File: config.mk
export PLATFORM = sky130hd
export DESIGN_NAME = dsp_serial_freezer
export DESIGN_NICKNAME = d
export VERILOG_FILES = /design/src/rtl/dsp_serial_freezer.sv
export SDC_FILE = /design/constraint.sdc
export NUM_CORES = 1
export LEC_CHECK = 0
export CORE_AREA = 8 8 250 252
export DETAILED_ROUTE_END_ITERATION = 12
export DIE_AREA = 0 0 258 260
export GPL_ROUTABILITY_DRIVEN = 0
export PLACE_DENSITY = 0.75
export SLEW_MARGIN = 25
export SYNTH_ARGS = -nofsm -noshare
export SYNTH_HDL_FRONTEND = slang
export SYNTH_SLANG_ARGS = --single-unit
File: constraint.sdc
create_clock -name clk -period 2.85 [get_ports clk]
set_input_delay 0.57 -clock clk [delete_from_list [all_inputs] [get_ports clk]]
set_output_delay 0.57 -clock clk [all_outputs]
set_load 0.02 [all_outputs]
File: src/rtl/dsp_serial_freezer.sv
// Serial-to-parallel stimulus freezer for a wrapped DSP: shifts wide inputs in over a
// narrow lane, applies and holds them, then captures the response and shifts it back out.
module dsp_serial_freezer #(
  parameter int IN_W     = 256,
  parameter int OUT_W    = 192,
  parameter int LANE_W   = 8,
  parameter int WAIT_CYC = 4
) (
  input  logic              clk,
  input  logic              rst_n,
  input  logic              start,
  input  logic [LANE_W-1:0] si_data,
  input  logic              si_valid,
  output logic              si_ready,
  output logic [LANE_W-1:0] so_data,
  output logic              so_valid,
  input  logic              so_ready,
  output logic              busy,
  output logic              done,
  output logic [IN_W-1:0]   dut_in,
  input  logic [OUT_W-1:0]  dut_out
);

  // state     | meaning
  // S_IDLE    | waiting for start
  // S_SHIFT_IN| collecting input beats into the in-shadow
  // S_APPLY   | one cycle: in-shadow -> dut_in
  // S_WAIT    | settle down-counter running
  // S_CAPTURE | one cycle: dut_out -> out-shadow
  // S_SHIFT_OUT| draining out-shadow one lane per handshake

  localparam int NIN      = (IN_W + LANE_W - 1) / LANE_W;
  localparam int NOUT     = (OUT_W + LANE_W - 1) / LANE_W;
  localparam int NMAX     = (NIN > NOUT) ? NIN : NOUT;
  localparam int CNT_W    = (NMAX > 1) ? $clog2(NMAX) : 1;
  localparam int WAIT_W   = (WAIT_CYC > 0) ? $clog2(WAIT_CYC + 1) : 1;
  localparam int SH_IN_W  = NIN * LANE_W;
  localparam int SH_OUT_W = NOUT * LANE_W;

  localparam logic [CNT_W-1:0]  LAST_IN   = CNT_W'(NIN - 1);
  localparam logic [CNT_W-1:0]  LAST_OUT  = CNT_W'(NOUT - 1);
  localparam logic [WAIT_W-1:0] WAIT_LOAD = WAIT_W'(WAIT_CYC);

  typedef enum logic [2:0] {
    S_IDLE,
    S_SHIFT_IN,
    S_APPLY,
    S_WAIT,
    S_CAPTURE,
    S_SHIFT_OUT
  } state_t;

  state_t              state;
  logic [CNT_W-1:0]    beat_cnt;
  logic [WAIT_W-1:0]   wait_cnt;
  logic [SH_IN_W-1:0]  in_shadow;
  logic [SH_OUT_W-1:0] out_shadow;

  assign so_data = out_shadow[LANE_W-1:0];

  always_ff @(posedge clk or negedge rst_n) begin
    if (!rst_n) begin
      state      <= S_IDLE;
      beat_cnt   <= '0;
      wait_cnt   <= '0;
      in_shadow  <= '0;
      out_shadow <= '0;
      dut_in     <= '0;
      si_ready   <= 1'b0;
      so_valid   <= 1'b0;
      busy       <= 1'b0;
      done       <= 1'b0;
    end else begin
      done <= 1'b0;
      case (state)
        S_IDLE: begin
          if (start) begin
            state    <= S_SHIFT_IN;
            beat_cnt <= '0;
            si_ready <= 1'b1;
            busy     <= 1'b1;
          end
        end
        S_SHIFT_IN: begin
          if (si_valid) begin
            for (int k = 0; k < NIN; k++) begin
              if (beat_cnt == CNT_W'(k)) in_shadow[k*LANE_W +: LANE_W] <= si_data;
            end
            if (beat_cnt == LAST_IN) begin
              state    <= S_APPLY;
              si_ready <= 1'b0;
            end else begin
              beat_cnt <= beat_cnt + 1'b1;
            end
          end
        end
        S_APPLY: begin
          // bits of the last beat above IN_W never reach the DUT
          dut_in <= in_shadow[IN_W-1:0];
          if (WAIT_CYC > 0) begin
            state    <= S_WAIT;
            wait_cnt <= WAIT_LOAD;
          end else begin
            state <= S_CAPTURE;
          end
        end
        S_WAIT: begin
          if (wait_cnt == WAIT_W'(1)) state <= S_CAPTURE;
          else                        wait_cnt <= wait_cnt - 1'b1;
        end
        S_CAPTURE: begin
          out_shadow <= SH_OUT_W'(dut_out);
          beat_cnt   <= '0;
          so_valid   <= 1'b1;
          state      <= S_SHIFT_OUT;
        end
        S_SHIFT_OUT: begin
          if (so_ready) begin
            out_shadow <= out_shadow >> LANE_W;
            if (beat_cnt == LAST_OUT) begin
              state    <= S_IDLE;
              so_valid <= 1'b0;
              busy     <= 1'b0;
              done     <= 1'b1;
            end else begin
              beat_cnt <= beat_cnt + 1'b1;
            end
          end
        end
        default: state <= S_IDLE;
      endcase
    end
  end

endmodule
# After elaboration in Yosys (flattened, before gate mapping)

Index checks and enable logic that the tools add are counted.

Reductions and logical operators: 46
Mux-type cells: 28
Equal/unequal tests: 46
Add/sub/neg operators: 2

Operators with widths:

| kind                                                            | number |
|---|---|
| 192-bit case mux with 2 select lines                            | 1 |
| 192-bit 2-to-1 mux                                              | 1 |
| 3-bit AND reduction                                             | 33 |
| 5-bit == test, second input constant                            | 16 |
| 5-bit by 4-bit == test with 1-bit output, second input constant | 8 |
| 5-bit 2-to-1 mux                                                | 5 |
| 3-bit 2-to-1 mux                                                | 7 |
| 5-bit by 3-bit == test with 1-bit output, second input constant | 4 |
| 5-bit case mux with 4 select lines                              | 1 |
| 2-bit != test, second input constant                            | 9 |
| 3-bit case mux with 6 select lines                              | 1 |
| 6-bit AND reduction                                             | 2 |
| 5-bit by 2-bit == test with 1-bit output, second input constant | 2 |
| 1-bit 2-to-1 mux                                                | 8 |
| 4-bit AND reduction                                             | 2 |
| 2-bit nonzero test                                              | 4 |
| 3-bit by 1-bit == test with 1-bit output, second input constant | 2 |
| 3-bit by 2-bit == test with 1-bit output, second input constant | 2 |
| 3-bit == test, second input constant                            | 2 |
| 1-bit case mux with 2 select lines                              | 3 |
| 3-bit case mux with 2 select lines                              | 1 |
| 5-bit by 1-bit adder with 5-bit output, second input constant   | 1 |
| 5-bit by 1-bit == test with 1-bit output, second input constant | 1 |
| 5-bit logical NOT                                               | 1 |
| other kinds (4)                                                 | 5 |

Input port bits: 205
Output and inout bits: 268
Logic and storage cells: 163
Bits in registers: 719

# Depth between registers and ports, before layout

Gate-level depths: netlist of the first run.

Depth after elaboration: 4
Mapped depth: 7

# Least setup slack after synthesis of the first run

Ideal clock, no wire load.

Kind: reg-to-reg
From: register beat_cnt[0]
To: register beat_cnt[0]
Clock period less this slack: 2.088 ns
Setup time: 0.065 ns
Buffers on the path: 0
Required time: 2.785 ns
Slack: 0.762 ns
Stages on the path, launching flop included: 8
Arrival: 2.024 ns
Cell sequence: dfrtp_1 ha_1 and3_1 ha_1 or3b_2 a21o_1 a21oi_1 mux2_2

Cells in the longest elaborated chain, start to end: 4
Elaborated cells on any way between the ends: 11

Ends and longest elaborated chain:

| element                                    | line    | RTL |
|---|---|---|
| start, declared                            | 54      | `logic [CNT_W-1:0] beat_cnt;` |
| start signal, assigned                     | 93      | `beat_cnt <= beat_cnt + 1'b1;` |
| start signal, assigned                     | 126     | `beat_cnt <= beat_cnt + 1'b1;` |
| 5-bit by 1-bit adder with 5-bit output     | 93, 126 |  |
| 5-bit 2-to-1 mux, on equally long branches | 120, 89 |  |
| 5-bit 2-to-1 mux, on equally long branches | 118, 85 |  |
| 5-bit case mux with 4 select lines         | 75      | `case (state)` |

Parallel ways exist; a longest one is shown, timed or not. The select of a mux whose other input is x is not followed.
A chain may end at the register's enable or synchronous reset.

# Worst setup path in the final report of the first run

From: register state[1]
To: register dut_in[178]

Cells in the longest elaborated chain, start to end: 1

Ends and longest elaborated chain:

| element                                  | line | RTL |
|---|---|---|
| start, declared                          | 53   | `state_t state;` |
| start signal, assigned                   | 63   | `state <= S_IDLE;` |
| start signal, assigned                   | 78   | `state <= S_SHIFT_IN;` |
| start signal, assigned                   | 90   | `state <= S_APPLY;` |
| 3-bit by 2-bit == test with 1-bit output | 75   |  |
| end signal, assigned                     | 99   | `dut_in <= in_shadow[IN_W-1:0];` |
| end, declared                            | 20   | `output logic [IN_W-1:0] dut_in,` |

No other way between the ends.

==> results of run 1 <==
where the power goes:
| part | switching, mW | internal, mW |
|---|---|---|
| logic | 3.02 | 2.59 |
| clock network | 4.06 | 6.19 |
| registers | 1.09 | 12.0 |
| total | 8.17 | 20.8 |
logic make-up after synthesis:
| family | Yosys count | synth area share [%] |
|---|---|---|
| mux | 697 | 26.3 |
| fa+ha+maj | 9 | 0.388 |
| buf+inv | 141 | 2.60 |
| flops | 719 | 62.0 |
| compound gates | 223 | 4.14 |
| simple gates | 269 | 4.54 |
registers in the layout, indices dropped and copies added (netlist names):
name	cells
beat_cnt	5
state	3
out_shadow	192
si_ready	1
wait_cnt	3
in_shadow	256
dut_in	256
done	1
busy	1
so_valid	1
stage by stage:
stage | cell area [um^2] | setup slack [ns] | total power, mW | hold slack [ns] | utilization [%]
2_1_floorplan | 29000 | 0.762 | 16.8 | 0.274 | -
3_3_place_gp | 34700 | 0.257 | 18.5 | 0.462 | 59.4
3_5_place_dp | 34700 | 0.242 | 18.8 | 0.470 | 59.4
4_1_cts | 37400 | 0.518 | 29.2 | 0.483 | 63.9
5_1_grt | 37400 | 0.363 | 30.3 | 0.499 | 63.9
6_report | 37400 | 0.516 | 28.9 | 0.477 | 63.9
cell usage after synthesis (2+ instances only):
library cell                count
sky130_fd_sc_hd__ha_1           9
sky130_fd_sc_hd__nor3b_2        2
sky130_fd_sc_hd__clkbuf_1      58
sky130_fd_sc_hd__nor2_1         7
sky130_fd_sc_hd__nand4_2        2
sky130_fd_sc_hd__nand3_4        2
sky130_fd_sc_hd__buf_4         48
sky130_fd_sc_hd__and3_1         3
sky130_fd_sc_hd__o2bb2ai_1      2
sky130_fd_sc_hd__buf_2         23
sky130_fd_sc_hd__o21ai_0      163
sky130_fd_sc_hd__nand2_1      198
sky130_fd_sc_hd__mux2i_1      184
sky130_fd_sc_hd__nand3_2        2
sky130_fd_sc_hd__mux2_4         3
sky130_fd_sc_hd__buf_6          2
sky130_fd_sc_hd__nor2_4         6
sky130_fd_sc_hd__nor4_4         2
sky130_fd_sc_hd__a31oi_1        2
sky130_fd_sc_hd__buf_1          2
sky130_fd_sc_hd__a21oi_1        7
sky130_fd_sc_hd__a22o_1        12
sky130_fd_sc_hd__nor2_2         8
sky130_fd_sc_hd__nor3_1         2
sky130_fd_sc_hd__or3_1          2
sky130_fd_sc_hd__nand2b_1       6
sky130_fd_sc_hd__dfrtp_1      719
sky130_fd_sc_hd__a21o_1         2
sky130_fd_sc_hd__nand4_1        2
sky130_fd_sc_hd__nand2_2        6
sky130_fd_sc_hd__mux2_2       487
sky130_fd_sc_hd__mux2_1        23
sky130_fd_sc_hd__nor2b_1        7
sky130_fd_sc_hd__nand3_1        3
sky130_fd_sc_hd__o21ai_1       29
sky130_fd_sc_hd__inv_1          7
layout make-up:
| cell class | instances | area share, % |
|---|---|---|
| Clock inverter | 32 | 1.28 |
| Timing Repair Buffer | 533 | 14.6 |
| Sequential cell | 719 | 48.1 |
| Antenna cell | 5 | 0.0335 |
| Inverter | 7 | 0.0703 |
| Clock buffer | 104 | 5.72 |
| Tap cell | 773 | 2.59 |
| Multi-Input combinational cell | 1198 | 27.5 |
metal layers:
metal | global-route usage (%) | part of all wire (%)
met5 | 0 | 0.092
met4 | 10.6 | 4.4
met3 | 5.86 | 5.9
met2 | 39.3 | 49
met1 | 29.4 | 41
tightest hold or removal path, cell delays in order (launching register included):
cell	delay (ns)
sky130_fd_sc_hd__dfrtp_1	0.34
sky130_fd_sc_hd__nand2_1	0.04
sky130_fd_sc_hd__o21ai_0	0.06
worst min path at each step:
stage                                      from                     endpoint  slack, ns  cells past startpoint
floorplan                                 rst_n      beat_cnt[0]$_DFFE_PN0P_       0.27                      0
detailed placement  out_shadow[141]$_DFFE_PN0P_  out_shadow[141]$_DFFE_PN0P_       0.47                      2
CTS                 out_shadow[141]$_DFFE_PN0P_  out_shadow[141]$_DFFE_PN0P_       0.48                      2
finish              out_shadow[103]$_DFFE_PN0P_  out_shadow[103]$_DFFE_PN0P_       0.48                      2
global route         out_shadow[32]$_DFFE_PN0P_   out_shadow[32]$_DFFE_PN0P_       0.50                      2
global placement    out_shadow[109]$_DFFE_PN0P_  out_shadow[109]$_DFFE_PN0P_       0.46                      2
repair_timing:
item	CTS	global route
resized for setup	0	0
hold buffers	1	0
endpoints found under the hold margin	33	0
buffers inserted	0	0
endpoints found under the setup margin	0	0
==> reports/metrics.yaml, run 1 <==
run_status:
  run_status: "completed"
synthesis:
  postSynthNetCount: 2272
  synth-seq-area-share_pct: 62.0
  synth-main-ff-cell: "sky130_fd_sc_hd__dfrtp_1"
  syn_area_um2: 29000
  synthesis.area_per_instance_um2: 14.1
  syn-instance-count: 2058
  netlist_top_cells_area: "sky130_fd_sc_hd__dfrtp_1 (62%), sky130_fd_sc_hd__mux2_2 (19%), sky130_fd_sc_hd__mux2i_1 (6.3%), sky130_fd_sc_hd__o21ai_0 (2.8%), sky130_fd_sc_hd__nand2_1 (2.6%)"
  area_fraction_of_the_dominant_cell_type_after_synthesis_pct: 62.0
  synth-warning-count: 0
  synth-edff-count: 0
  area_leader_netlist: "sky130_fd_sc_hd__dfrtp_1"
  synthArstFlopShare_pct: 100
  synth_cell_type_count: 52
  postSynthRegisterBits: 719
critical_path:
  timing.critical_path.max_delay_family: "flip-flops"
  timing.critical_path.slowest_stage_cell: "sky130_fd_sc_hd__dfrtp_1"
  endpoint: "dut_in[178]$_DFFE_PN0P_"
  r2r_setup_slack_ns: 0.52
  cp_slowest_stage_delay_ns: 0.73
  r2r-end: "dut_in[178]$_DFFE_PN0P_"
  worstSetupPathType: "flip-flop to flip-flop"
  path_buf_inv: 2
  timing.critical_path.mode_cell: "sky130_fd_sc_hd__buf_12"
  r2r.worst_path.cells: 5
  r2r-start: "state[1]$_DFFE_PN0P_"
  timing.critical_path.fanout_max: 57
  worstSetupStartpoint: "state[1]$_DFFE_PN0P_"
  timing.critical_path.depth: 5
  endpoint_kind_of_the_worst_setup_timing_path: "flip-flop"
  crit_path_start_kind: "flip-flop"
  critPathArrivalTime_ns: 2.81
  timing.critical_path.required_ns: 3.32
  timing.critical_path.cells: "nand2b_2 > nor2_4 > buf_12 > buf_12 > mux2_2"
cts:
  htree_num_levels: 3
  cts.clk_slew.worst_paths_ns: 0.06
  root_buffer: "sky130_fd_sc_hd__clkbuf_16"
  cts.sinks: 719
  cts_max_path_buffers: 3
  cts-buffers-inserted: 74
  tritoncts: "yes"
  worst_skew_pair.late_latency_ns: 0.62
global_route:
  gr-total-overflow: 0
  grt_pass1_wl_um: 122000
  groute.usage.overall_pct: 23.7
  grt_start_max_net_pins: 97
  grt_pass1_vias: 20162
  antenna_found_initial: 11
drt:
  drt_iter0_drc: 1055
  detailroute.via_count: 18452
  antenna_left: 0
  drt-pass1-iter-count: 6
  avgViaCountPerCell: 5.47
  avgRoutedWirePerCell_um: 23.8
  routed_wl_um: 80300
  drcViolationCount: 0
die:
  placement_rows: 89
  placeableCoreArea_um2: 58500
  die_h_um: 260
  floorplan.die_area_um2: 67100
  ioPinCount: 473
  horizontal_die_dimension_um: 258
  start_util_pct: 49.6
run:
  cap_viol_max_count: 0
sta:
  finalWorstPathRequiredPeriod_ns: 2.33
  worst_slew_margin_rel_pct: 34.8
  finClkSkew_ns: 0.0295
  timing.fmax_mhz: 428
  rsz0062_at_grt: "no"
  setup_total_negative_slack_ns: 0
  final_hold_viol_count: 0
  worst_slew_pin_slew_ns: 0.978
  timing.final.setup_violations: 0
  layout_worst_path_cycle_share_pct: 81.9
  drv_slew: 0
pwr:
  power-per-cell-area_nw_per_um2: 775
  worst_ir_drop_vdd_uv: 813
  leakagePower_nw: 17.5
finish:
  multi_input_comb_area_um2: 10300
  n_fill_cell: 4309
  num-nets-final: 2747
  final-instance-count-excl-fill: 3371
  sequential_cell_area_um2: 18000
  syn_to_final_growth_pct: 28.8
  post_route_cells_drive_above_1_share_pct: 27.6
  layout_common_cells: "sky130_fd_sc_hd__dfrtp_1 (719), sky130_fd_sc_hd__mux2_2 (487), sky130_fd_sc_hd__clkdlybuf4s50_1 (469)"
  layout.cells.most_common: "sky130_fd_sc_hd__dfrtp_1"
placed_design:
  dp.final_hpwl_um: 55400
  number_of_placed_instances_with_taps_included: 3229
  io_buffer_count: 472
worst_hold_path:
  min-delay-path-class: "flip-flop to flip-flop"
Power figures use the tool's default switching activity.
==> run 2, diff against run 1 <==
- clock period: 2.85 -> 2.35 ns (I/O delays scaled with it)
==> run 2 against run 1 <==
Compared with the run above: clock power up 17%; flip-flop and latch count stayed put; via count down 1.4%; hold slack lost 0.069 ns; critical endpoint is now beat_cnt[2]$_DFFE_PN0P_; clock-buffer cell count is 2 lower; register-to-register slack got worse by 0.42 ns; critical path type unchanged; critical path depth rose by 2; core utilization increased by 0.45 points.
==> reports/metrics.yaml, run 2 (synthesis gave the netlist of run 1 again) <==
critical_path:
  timing.critical_path.slowest_stage_cell: "sky130_fd_sc_hd__or3b_2"
  timing.critical_path.required_ns: 2.89  # -0.43 ns
  timing.critical_path.cells: "ha_1 > and3_1 > ha_1 > or3b_2 > a21o_1 > nor3b_1 > a21o_1"
  critPathArrivalTime_ns: 2.79  # -0.02 ns
  cp_slowest_stage_delay_ns: 0.47  # -0.26 ns
  timing.critical_path.fanout_max: 5  # -91%
  endpoint_kind_of_the_worst_setup_timing_path: "flip-flop"
  worstSetupPathType: "flip-flop to flip-flop"
  crit_path_start_kind: "flip-flop"
placed_design:
  place_worst_setup_slack_ns: -0.204  # -0.446 ns
  io_buffer_count: 472  # unchanged
  dp.final_hpwl_um: 56300  # +1.5%
  number_of_placed_instances_with_taps_included: 3253  # +0.74%
die:
  ioPinCount: 473  # unchanged
  floorplan.die_area_um2: 67100  # unchanged
  placeableCoreArea_um2: 58500  # unchanged
  placement_rows: 89  # unchanged
  start_util_pct: 49.6  # unchanged
  die_h_um: 260  # unchanged
  horizontal_die_dimension_um: 258  # unchanged
drt:
  avgViaCountPerCell: 5.37  # -1.9%
  avgRoutedWirePerCell_um: 23.7  # -0.50%
  drcViolationCount: 0  # unchanged
  detailroute.via_count: 18190  # -1.4%
  drt-pass1-iter-count: 5  # -1
  routed_wl_um: 80300  # about the same
  drt_iter0_drc: 958  # -9.2%
  antenna_left: 0  # unchanged
sta:
  finClkSkew_ns: 0.0210  # -0.00851 ns
  rsz0062_at_grt: "no"
  timing.fmax_mhz: 444  # +3.6%
  finalWorstPathRequiredPeriod_ns: 2.25  # -0.0820 ns
  timing.final.setup_violations: 0  # unchanged
  worst_slew_pin_slew_ns: 0.715  # -0.263 ns
  worst_slew_margin_rel_pct: 52.1  # +17 points
  final_hold_viol_count: 0  # unchanged
  drv_slew: 0  # unchanged
  layout_worst_path_cycle_share_pct: 95.8  # +14 points
  finalWorstSetupSlack_ns: 0.0980  # -0.418 ns
global_route:
  grt_pass1_vias: 19892  # -1.3%
  grt_pass1_wl_um: 123000  # +0.32%
  grt_start_max_net_pins: 106  # +9.3%
  groute.usage.overall_pct: 23.7  # -0.044 points
  gr-total-overflow: 0  # unchanged
  antenna_found_initial: 6  # -5
run_status:
  run_status: "completed"
pwr:
  leakagePower_nw: 17.6  # +0.88%
  power-per-cell-area_nw_per_um2: 922  # +19%
  share_comb_of_total_power_pct: 20.0  # +0.6 points
  internal_power_mw: 24.9  # +20%
  netSwitchingPower_mw: 9.82  # +20%
  clockPowerShare_pct: 34.4  # -1.0 points
  netSwitchingFraction_pct: 28.3  # +0.10 points
  worst_ir_drop_vdd_uv: 695  # -15%
  p_seq_share_pct: 45.6  # +0.4 points
finish:
  layout_common_cells: "sky130_fd_sc_hd__dfrtp_1 (719), sky130_fd_sc_hd__mux2_2 (487), sky130_fd_sc_hd__clkdlybuf4s50_1 (469)"
  final-instance-count-excl-fill: 3386  # +0.44%
  sequential_cell_area_um2: 18000  # unchanged
  num-nets-final: 2771  # +0.87%
  post_layout_util_pct: 64.4  # +0.45 points
  multi_input_comb_area_um2: 10300  # about the same
  biggestRegsByFlops: "dut_in x256, in_shadow x256, out_shadow x192"
  syn_to_final_growth_pct: 29.7
  post_route_cells_drive_above_1_share_pct: 28.2  # +0.58 points
  layout.cells.most_common: "sky130_fd_sc_hd__dfrtp_1"
  n_fill_cell: 4301  # -0.19%
cts:
  htree_num_levels: 3  # unchanged
  cts.clk_slew.worst_paths_ns: 0.06  # about the same
  worst_skew_pair.late_latency_ns: 0.60  # -0.02 ns
  cts-buffers-inserted: 74  # unchanged
  cts_max_path_buffers: 3  # unchanged
  cts.sinks: 719  # unchanged
  tritoncts: "yes"
  root_buffer: "sky130_fd_sc_hd__clkbuf_16"
worst_hold_path:
  min-delay-path-class: "input pin to asynchronous set/reset pin"
run:
  cap_viol_max_count: 0  # unchanged
-- run 2: changes by cell type in the layout (fill, tap and decap cells not counted), moves of 2 or more --
cell                         previous run  this run
sky130_fd_sc_hd__bufinv_16             10         6
sky130_fd_sc_hd__clkinvlp_4             5         3
sky130_fd_sc_hd__inv_6                  5         3
sky130_fd_sc_hd__clkbuf_16             75        77
sky130_fd_sc_hd__clkinv_4               2         0
sky130_fd_sc_hd__buf_4                 37        44
sky130_fd_sc_hd__buf_12                23        40
sky130_fd_sc_hd__diode_2                5         2
sky130_fd_sc_hd__clkinv_2               7        13
sky130_fd_sc_hd__clkbuf_8              15        12
-- run 2: repair_timing --
| action | 4_1_cts | 5_1_grt |
|---|---|---|
| resized for setup | 0 | 1 |
| setup endpoints to repair | 0 | 1 |
| setup buffers | 0 | 0 |
| hold buffers | 1 | 0 |
| endpoints found under the hold margin | 27 | 0 |
-- run 2: path summary, 6_finish.rpt --
check,to,slack [ns],startpoint,cells after the start
hold reg to reg,out_shadow[143]$_DFFE_PN0P_,0.48,out_shadow[143]$_DFFE_PN0P_,2
max in group asynchronous,in_shadow[13]$_DFFE_PN0P_,1.05,rst_n,3
hold / removal,dut_in[148]$_DFFE_PN0P_,0.41,rst_n,2
setup / recovery,beat_cnt[2]$_DFFE_PN0P_,0.1,beat_cnt[0]$_DFFE_PN0P_,7
setup reg to reg,beat_cnt[2]$_DFFE_PN0P_,0.1,beat_cnt[0]$_DFFE_PN0P_,7
min in group clk,out_shadow[143]$_DFFE_PN0P_,0.48,out_shadow[143]$_DFFE_PN0P_,2
-- run 2: cell type report --
type / count / area share, %
clock buffer: 102 / 5.69
inverter: 7 / 0.0698
tap: 773 / 2.57
clock inverter: 28 / 0.921
antenna: 2 / 0.0133
timing repair buffer: 557 / 15.6
sequential: 719 / 47.8
multi-input combinational: 1198 / 27.4
-- run 2: metrics by stage --
step	instance area, um^2	TNS [ns]	power (mW)	hold slack (ns)
2_1_floorplan	29000	0	20.4	0.174
3_3_place_gp	35100	-3.32	22.6	0.431
3_5_place_dp	35100	-14.83	23.0	0.435
4_1_cts	37600	0	35.0	0.379
5_1_grt	37600	0	36.4	0.413
6_report	37600	0	34.7	0.408
-- run 2: power by group through the flow --
| stage | sequential [mW] | combinational, mW | clock [mW] |
|---|---|---|---|
| 2_1_floorplan | 15.5 | 4.87 | 0 |
| 3_3_place_gp | 15.9 | 6.71 | 0 |
| 3_5_place_dp | 16.0 | 6.94 | 0 |
| 4_1_cts | 15.8 | 7.00 | 12.2 |
| 5_1_grt | 16.1 | 7.62 | 12.7 |
| 6_report | 15.8 | 6.93 | 11.9 |
-- run 2: critical path: cells and delay by family, from the launching register on --
family	cells	cell delay (ns)
AND/OR/NAND/NOR	3	0.95
AO/OA/AOI/OAI	2	0.35
adder cells (fa/ha/maj)	2	0.45
flip-flops	1	0.43
-- run 2: metal layers --
layer | part of all wire, % | GRT usage (%)
met1 | 41 | 29.7
met2 | 51 | 40.9
met4 | 2.4 | 7.36
met3 | 5.5 | 4.97
met5 | 0.070 | 0
==> run 3, diff against run 2 <==
- CTS_CLUSTER_DIAMETER: not set -> 120
==> results of run 3 <==
No change in the layout: final DEF, timing and power equal those of run 2.
